--- src/rtl/lsu_pkg.sv ---
// rtl/lsu_pkg.sv - shared types and alignment helper for the load/store unit
package lsu_pkg;

    typedef enum logic [1:0] {
        SZ_BYTE = 2'b00,
        SZ_HALF = 2'b01,
        SZ_WORD = 2'b10,
        SZ_ILL  = 2'b11
    } lsu_size_t;

    typedef enum logic [1:0] {
        S_IDLE   = 2'b00,
        S_ACCESS = 2'b01,
        S_WRITE  = 2'b10,
        S_DONE   = 2'b11
    } lsu_state_t;

    // The illegal size is folded in here so one flag covers every
    // request that must not touch memory.
    function automatic logic is_misaligned(input lsu_size_t size, input logic [1:0] off);
        case (size)
            SZ_BYTE: return 1'b0;
            SZ_HALF: return off[0];
            SZ_WORD: return off != 2'b00;
            default: return 1'b1;
        endcase
    endfunction

endpackage

--- src/rtl/lsu_lane_mux.sv ---
// rtl/lsu_lane_mux.sv - combinational load lane extract/extend and store lane merge
// Ports:
//   word_i   : current memory word
//   off_i    : byte offset within the word
//   size_i   : access size
//   signed_i : sign-extend sub-word loads
//   wdata_i  : right-aligned store data
//   load_o   : extracted, extended load value
//   merge_o  : word_i with the addressed lane(s) replaced by wdata_i
module lsu_lane_mux
    import lsu_pkg::*;
(
    input  logic [31:0] word_i,
    input  logic [1:0]  off_i,
    input  lsu_size_t   size_i,
    input  logic        signed_i,
    input  logic [31:0] wdata_i,
    output logic [31:0] load_o,
    output logic [31:0] merge_o
);

    logic [7:0]  byte_v;
    logic [15:0] half_v;

    always_comb begin
        byte_v  = word_i[{off_i, 3'b000} +: 8];
        half_v  = off_i[1] ? word_i[31:16] : word_i[15:0];
        load_o  = word_i;
        merge_o = word_i;
        case (size_i)
            SZ_BYTE: begin
                load_o = {{24{signed_i & byte_v[7]}}, byte_v};
                merge_o[{off_i, 3'b000} +: 8] = wdata_i[7:0];
            end
            SZ_HALF: begin
                load_o = {{16{signed_i & half_v[15]}}, half_v};
                if (off_i[1]) merge_o[31:16] = wdata_i[15:0];
                else          merge_o[15:0]  = wdata_i[15:0];
            end
            default: ;
        endcase
    end

endmodule

--- src/rtl/load_store_unit.sv ---
// rtl/load_store_unit.sv - MEM-stage load/store unit over a word-wide data memory
// Optional feature macro: LSU_RANGE_CHECK_EN (word address >= MEM_WORDS reported as error).
// Ports:
//   clk, rst                   : clock, synchronous active-high reset
//   req_valid/req_ready        : request handshake (ready only in IDLE)
//   req_we/size/signed/addr/wdata : request fields
//   resp_valid/rdata/err       : one-cycle completion pulse with result
//   mem_we/mem_addr/mem_d      : data memory write port and word address
//   mem_q                      : data memory read data, combinational from mem_addr
module load_store_unit
    import lsu_pkg::*;
#(
    parameter int ADDR_W    = 16,
    parameter int MEM_WORDS = 1024
) (
    input  logic              clk,
    input  logic              rst,
    input  logic              req_valid,
    output logic              req_ready,
    input  logic              req_we,
    input  logic [1:0]        req_size,
    input  logic              req_signed,
    input  logic [ADDR_W-1:0] req_addr,
    input  logic [31:0]       req_wdata,
    output logic              resp_valid,
    output logic [31:0]       resp_rdata,
    output logic              resp_err,
    output logic              mem_we,
    output logic [15:0]       mem_addr,
    output logic [31:0]       mem_d,
    input  logic [31:0]       mem_q
);

    lsu_state_t        state_q, state_d;
    logic              we_q, we_d;
    lsu_size_t         size_q, size_d;
    logic              signed_q, signed_d;
    logic [ADDR_W-1:0] addr_q, addr_d;
    logic [31:0]       wdata_q, wdata_d;
    logic [31:0]       rdata_q, rdata_d;
    logic              err_q, err_d;
    logic [31:0]       merge_q, merge_d;

    logic [31:0] load_v, merge_v;
    logic        over_range, range_err, req_err;
    logic        mem_we_c;
    logic [31:0] mem_d_c;

    lsu_lane_mux u_lane_mux (
        .word_i   (mem_q),
        .off_i    (addr_q[1:0]),
        .size_i   (size_q),
        .signed_i (signed_q),
        .wdata_i  (wdata_q),
        .load_o   (load_v),
        .merge_o  (merge_v)
    );

    assign over_range = 32'(addr_q[ADDR_W-1:2]) >= 32'(MEM_WORDS);
`ifdef LSU_RANGE_CHECK_EN
    assign range_err = over_range;
`else
    logic unused_range;
    assign unused_range = over_range;
    assign range_err    = 1'b0;
`endif
    assign req_err = is_misaligned(size_q, addr_q[1:0]) | range_err;

    always_ff @(posedge clk) begin
        if (rst) begin
            state_q  <= S_IDLE;
            we_q     <= 1'b0;
            size_q   <= SZ_BYTE;
            signed_q <= 1'b0;
            addr_q   <= '0;
            wdata_q  <= '0;
            rdata_q  <= '0;
            err_q    <= 1'b0;
            merge_q  <= '0;
        end else begin
            state_q  <= state_d;
            we_q     <= we_d;
            size_q   <= size_d;
            signed_q <= signed_d;
            addr_q   <= addr_d;
            wdata_q  <= wdata_d;
            rdata_q  <= rdata_d;
            err_q    <= err_d;
            merge_q  <= merge_d;
        end
    end

    always_comb begin
        state_d  = state_q;
        we_d     = we_q;
        size_d   = size_q;
        signed_d = signed_q;
        addr_d   = addr_q;
        wdata_d  = wdata_q;
        rdata_d  = rdata_q;
        err_d    = err_q;
        merge_d  = merge_q;
        mem_we_c = 1'b0;
        mem_d_c  = '0;
        case (state_q)
            S_IDLE: begin
                if (req_valid) begin
                    we_d     = req_we;
                    size_d   = lsu_size_t'(req_size);
                    signed_d = req_signed;
                    addr_d   = req_addr;
                    wdata_d  = req_wdata;
                    rdata_d  = '0;
                    err_d    = 1'b0;
                    state_d  = S_ACCESS;
                end
            end
            S_ACCESS: begin
                if (req_err) begin
                    err_d   = 1'b1;
                    rdata_d = '0;
                    state_d = S_DONE;
                end else if (!we_q) begin
                    rdata_d = load_v;
                    state_d = S_DONE;
                end else if (size_q == SZ_WORD) begin
                    mem_we_c = 1'b1;
                    mem_d_c  = wdata_q;
                    state_d  = S_DONE;
                end else begin
                    // Sub-word store: latch the merged word now, write it next cycle.
                    merge_d = merge_v;
                    state_d = S_WRITE;
                end
            end
            S_WRITE: begin
                mem_we_c = 1'b1;
                mem_d_c  = merge_q;
                state_d  = S_DONE;
            end
            default: begin
                state_d = S_IDLE;
            end
        endcase
    end

    // Write enable is gated by reset so a reset landing mid-access commits nothing.
    assign mem_we     = mem_we_c & ~rst;
    assign mem_d      = rst ? 32'd0 : mem_d_c;
    assign mem_addr   = 16'(addr_q[ADDR_W-1:2]);
    assign req_ready  = (state_q == S_IDLE);
    assign resp_valid = (state_q == S_DONE);
    assign resp_rdata = (state_q == S_DONE) ? rdata_q : 32'd0;
    assign resp_err   = (state_q == S_DONE) ? err_q : 1'b0;

endmodule

--- config.mk ---
export PLATFORM = sky130hd
export DESIGN_NAME = load_store_unit
export DESIGN_NICKNAME = d
export VERILOG_FILES = /design/src/rtl/lsu_pkg.sv /design/src/rtl/lsu_lane_mux.sv /design/src/rtl/load_store_unit.sv
export SDC_FILE = /design/constraint.sdc
export NUM_CORES = 1
export LEC_CHECK = 0
export CORE_MARGIN = 10
export CORE_UTILIZATION = 48
export DETAILED_ROUTE_END_ITERATION = 10
export DONT_BUFFER_PORTS = 1
export HOLD_SLACK_MARGIN = 0.03
export SLEW_MARGIN = 20
export SYNTH_ARGS = -nofsm -noshare
export SYNTH_HDL_FRONTEND = slang
export SYNTH_HIERARCHICAL = 1
export SYNTH_SLANG_ARGS = --single-unit
--- constraint.sdc ---
create_clock -name clk -period 3.5 [get_ports clk]
set_clock_uncertainty 0.1 [all_clocks]
set_input_delay 0.7 -clock clk [delete_from_list [all_inputs] [get_ports clk]]
set_output_delay 0.7 -clock clk [all_outputs]
set_load 0.1 [all_outputs]
==> flow_summary.yaml <==
outcome:
  status: "complete, no violations"
clock_network:
  postCtsSetupBuffers: 0
  h-tree-depth: 4
  clk_pin_slew_ns: 0.06
  root_buffer: "clkbuf_16"
  cts_tree: "built"
  cts.repair.resized: 0
  cts_buffers: 17
  cts.sinks: 119
  cts_buffer_depth: 2
  ctsHoldBuffers: 0
  clk-insertion-delay-late_ns: 0.42
job:
  max_cap_viol_count: 0
placed_design:
  place.gp.congestion: 0.924
  placed_area_um2: 7640
  dp_hpwl_um: 17100
  io_buffer_count: 0
  pre_cts_ws_ns: 0.826
final_layout:
  layout_commonest_cell: "nand2_1"
  layout.nets: 1022
  fillers: 1253
  post-route-util_pct: 59.9
  insertedDiodeCount: 0
  drive_gt1_share_pct: 18.5
  syn_to_final_growth_pct: 22.7
  design_area_um2: 8290
  layout_common_cells: "nand2_1 (239), dfxtp_1 (117), a21oi_1 (99)"
  seq_area_um2: 2380
  multi_input_area_um2: 3890
routing:
  drc: 0
  wl_um: 23600
  num_vias: 6712
  ant_nets: 0
  vias_per_cell: 6.00
  first_iter_violations: 594
  wl_per_cell_um: 21.1
  dr.pass1.iters: 8
power:
  leakage_uw: 0.00310
  ir_worst_vdd_mv: 0.580
  powerDensity_nw_per_um2: 673
  totalPowerFinal_uw: 5570
timing:
  slew_violations: 0
  slew_headroom_pct: 33.0
  min_period_over_period_pct: 90.1
  tightest_slew_ns: 1.00
  rsz0062_at_grt: "no"
  finalSetupViolations: 0
  setup_tns_ns: 0
  layout_min_cycle_time_ns: 3.15
  setup_ws_ns: 0.348
  fmax_ghz: 0.317
  hold_viol: 0
synth:
  synthAdderAreaFrac_pct: 1.67
  ys_seq_area_share_pct: 35.3
  netlist_area_um2: 6760
  ys.warnings.count: 6
  synth_top_family_by_area: "compound AO/OA/AOI/OAI gates"
  ys_top_cells_by_area: "dfxtp_1 (35%), nand2_1 (13%), a22oi_1 (7.4%)"
  yosys.area_share.simple_pct: 24.7
  synth_cell_types: 54
  synthMuxAreaShare_pct: 0.944
  syn_area_per_cell_um2: 7.42
  synthCells: 911
  synth_top_area_cell: "dfxtp_1"
  synth_edf_count: 0
  synthArstFlopShare_pct: 0
  ys.flop_type: "dfxtp_1"
  yosys_register_bits: 119
  synth-compound-area-share_pct: 28.8
  synth_xor_area_share_pct: 0
  synth_top_cell_area_share_pct: 35.3
setup_path:
  cp.required_ns: 2.70
  worstSetupEndpointType: "primary output"
  worst-path-max-fanout: 22
  arrival_ns: 2.35
  cpPeakStageDelay_ns: 0.34
  path_class: "reg2out"
  cp_cell_sequence: "inv_1 > ha_1 > nand4b_1 > nor3_4 > buf_4 > a22oi_1 > nor2_2 > buf_12"
  critical_path.slowest_cell: "dfxtp_1"
  cp-start-kind: "flop"
die:
  dieArea_um2: 19200
  dieWidth_um: 139
  ios: 171
  die_h_um: 139
  coreArea_um2: 13800
  rows: 43
  start_util_pct: 48.9
worst_hold_path:
  hp-class: "in2reg"
global_route:
  grt_pass1_vias: 6539
  grt_first_pass_wirelength_um: 36900
  antenna_found_initial: 0
  grt-ovfl-total: 0
  grt_max_degree: 91
  grt.total_usage_pct: 23.5
==> registers in the layout (all words and copies together) (netlist names) <==
name and count:
merge_q 32, we_q 1, wdata_q 32, err_q 1
state_q 2, size_q 2, signed_q 1, addr_q 16
rdata_q 32
==> power by group <==
part	switching (µW)	internal, µW	total, µW	leakage [µW]
Sequential	431	1540	1970	0.000968
Combinational	1170	515	1680	0.00181
Clock	696	1230	1930	0.000320
Total	2290	3280	5570	0.00310
==> final timing paths <==
| path | from | endpoint | slack (ns) | cells past startpoint |
|---|---|---|---|---|
| setup reg to reg | addr_q[1]$_SDFFE_PP0P_ | merge_q[27]$_SDFFE_PP0P_ | 0.69 | 9 |
| setup / recovery | state_q[1]$_SDFFE_PP0P_ | mem_d[19] | 0.35 | 8 |
| hold / removal | rst | addr_q[3]$_SDFFE_PP0P_ | 0.24 | 1 |
| hold reg to reg | wdata_q[31]$_SDFFE_PP0P_ | wdata_q[31]$_SDFFE_PP0P_ | 0.35 | 2 |
==> critical path: cells and delay by family, from the launching register on <==
kind	cells	cell delay, ns
buf+inv	3	0.58
simple gates	3	0.54
flops	1	0.34
fa+ha+maj	1	0.33
compound gates	1	0.13
==> area by class of cell <==
type                            instances  area share [%]
Inverter                               20           0.906
Timing Repair Buffer                   88            12.8
Sequential cell                       119            28.8
Tap cell                              180            2.72
Clock inverter                         14            2.57
Multi-Input combinational cell        680            46.9
Clock buffer                           18            5.30
==> per-layer routing <==
metal	part of all wire, %	wire, µm	vias up	track usage (%)
li1	-	-	3182	-
met1	41	9750	3203	29.3
met2	46	10900	286	36.8
met3	11	2490	41	8.66
met4	2.0	484	0	7.41
met5	0	0	-	0
==> synth_stat cells (all sizes together), types with 2 or more instances <==
cell,count
nand2,240
dfxtp,119
a21oi,99
a22oi,67
o21ai,49
buf,48
clkbuf,45
nor2,45
a22o,35
and2,34
nand2b,21
inv,19
nor2b,10
ha,9
a221o,8
a222oi,8
nor3,6
o221ai,6
nor3b,4
a2bb2oi,3
a31oi,3
mux2,3
mux2i,3
nand3,3
nand4b,2
nor4bb,2
o211ai,2
o21bai,2
o2bb2ai,2
or2,2
==> kinds of logic (layout without fill, tap and decap cells) <==
logic type	after synthesis	in the layout
other cells	1	2
compound gates	290	290
simple gates	373	373
fa+ha+maj	9	9
buf+inv	113	140
mux	6	6
flops	119	119
==> through the flow <==
step,cells,hold slack (ns)
final,1119,0.237
after detailed placement,1087,0.341
after global placement,1087,0.339
after CTS,1119,0.225
after global routing,1119,0.220
after floorplan,912,0.334
Note: power is estimated with default switching activity, not from simulation.
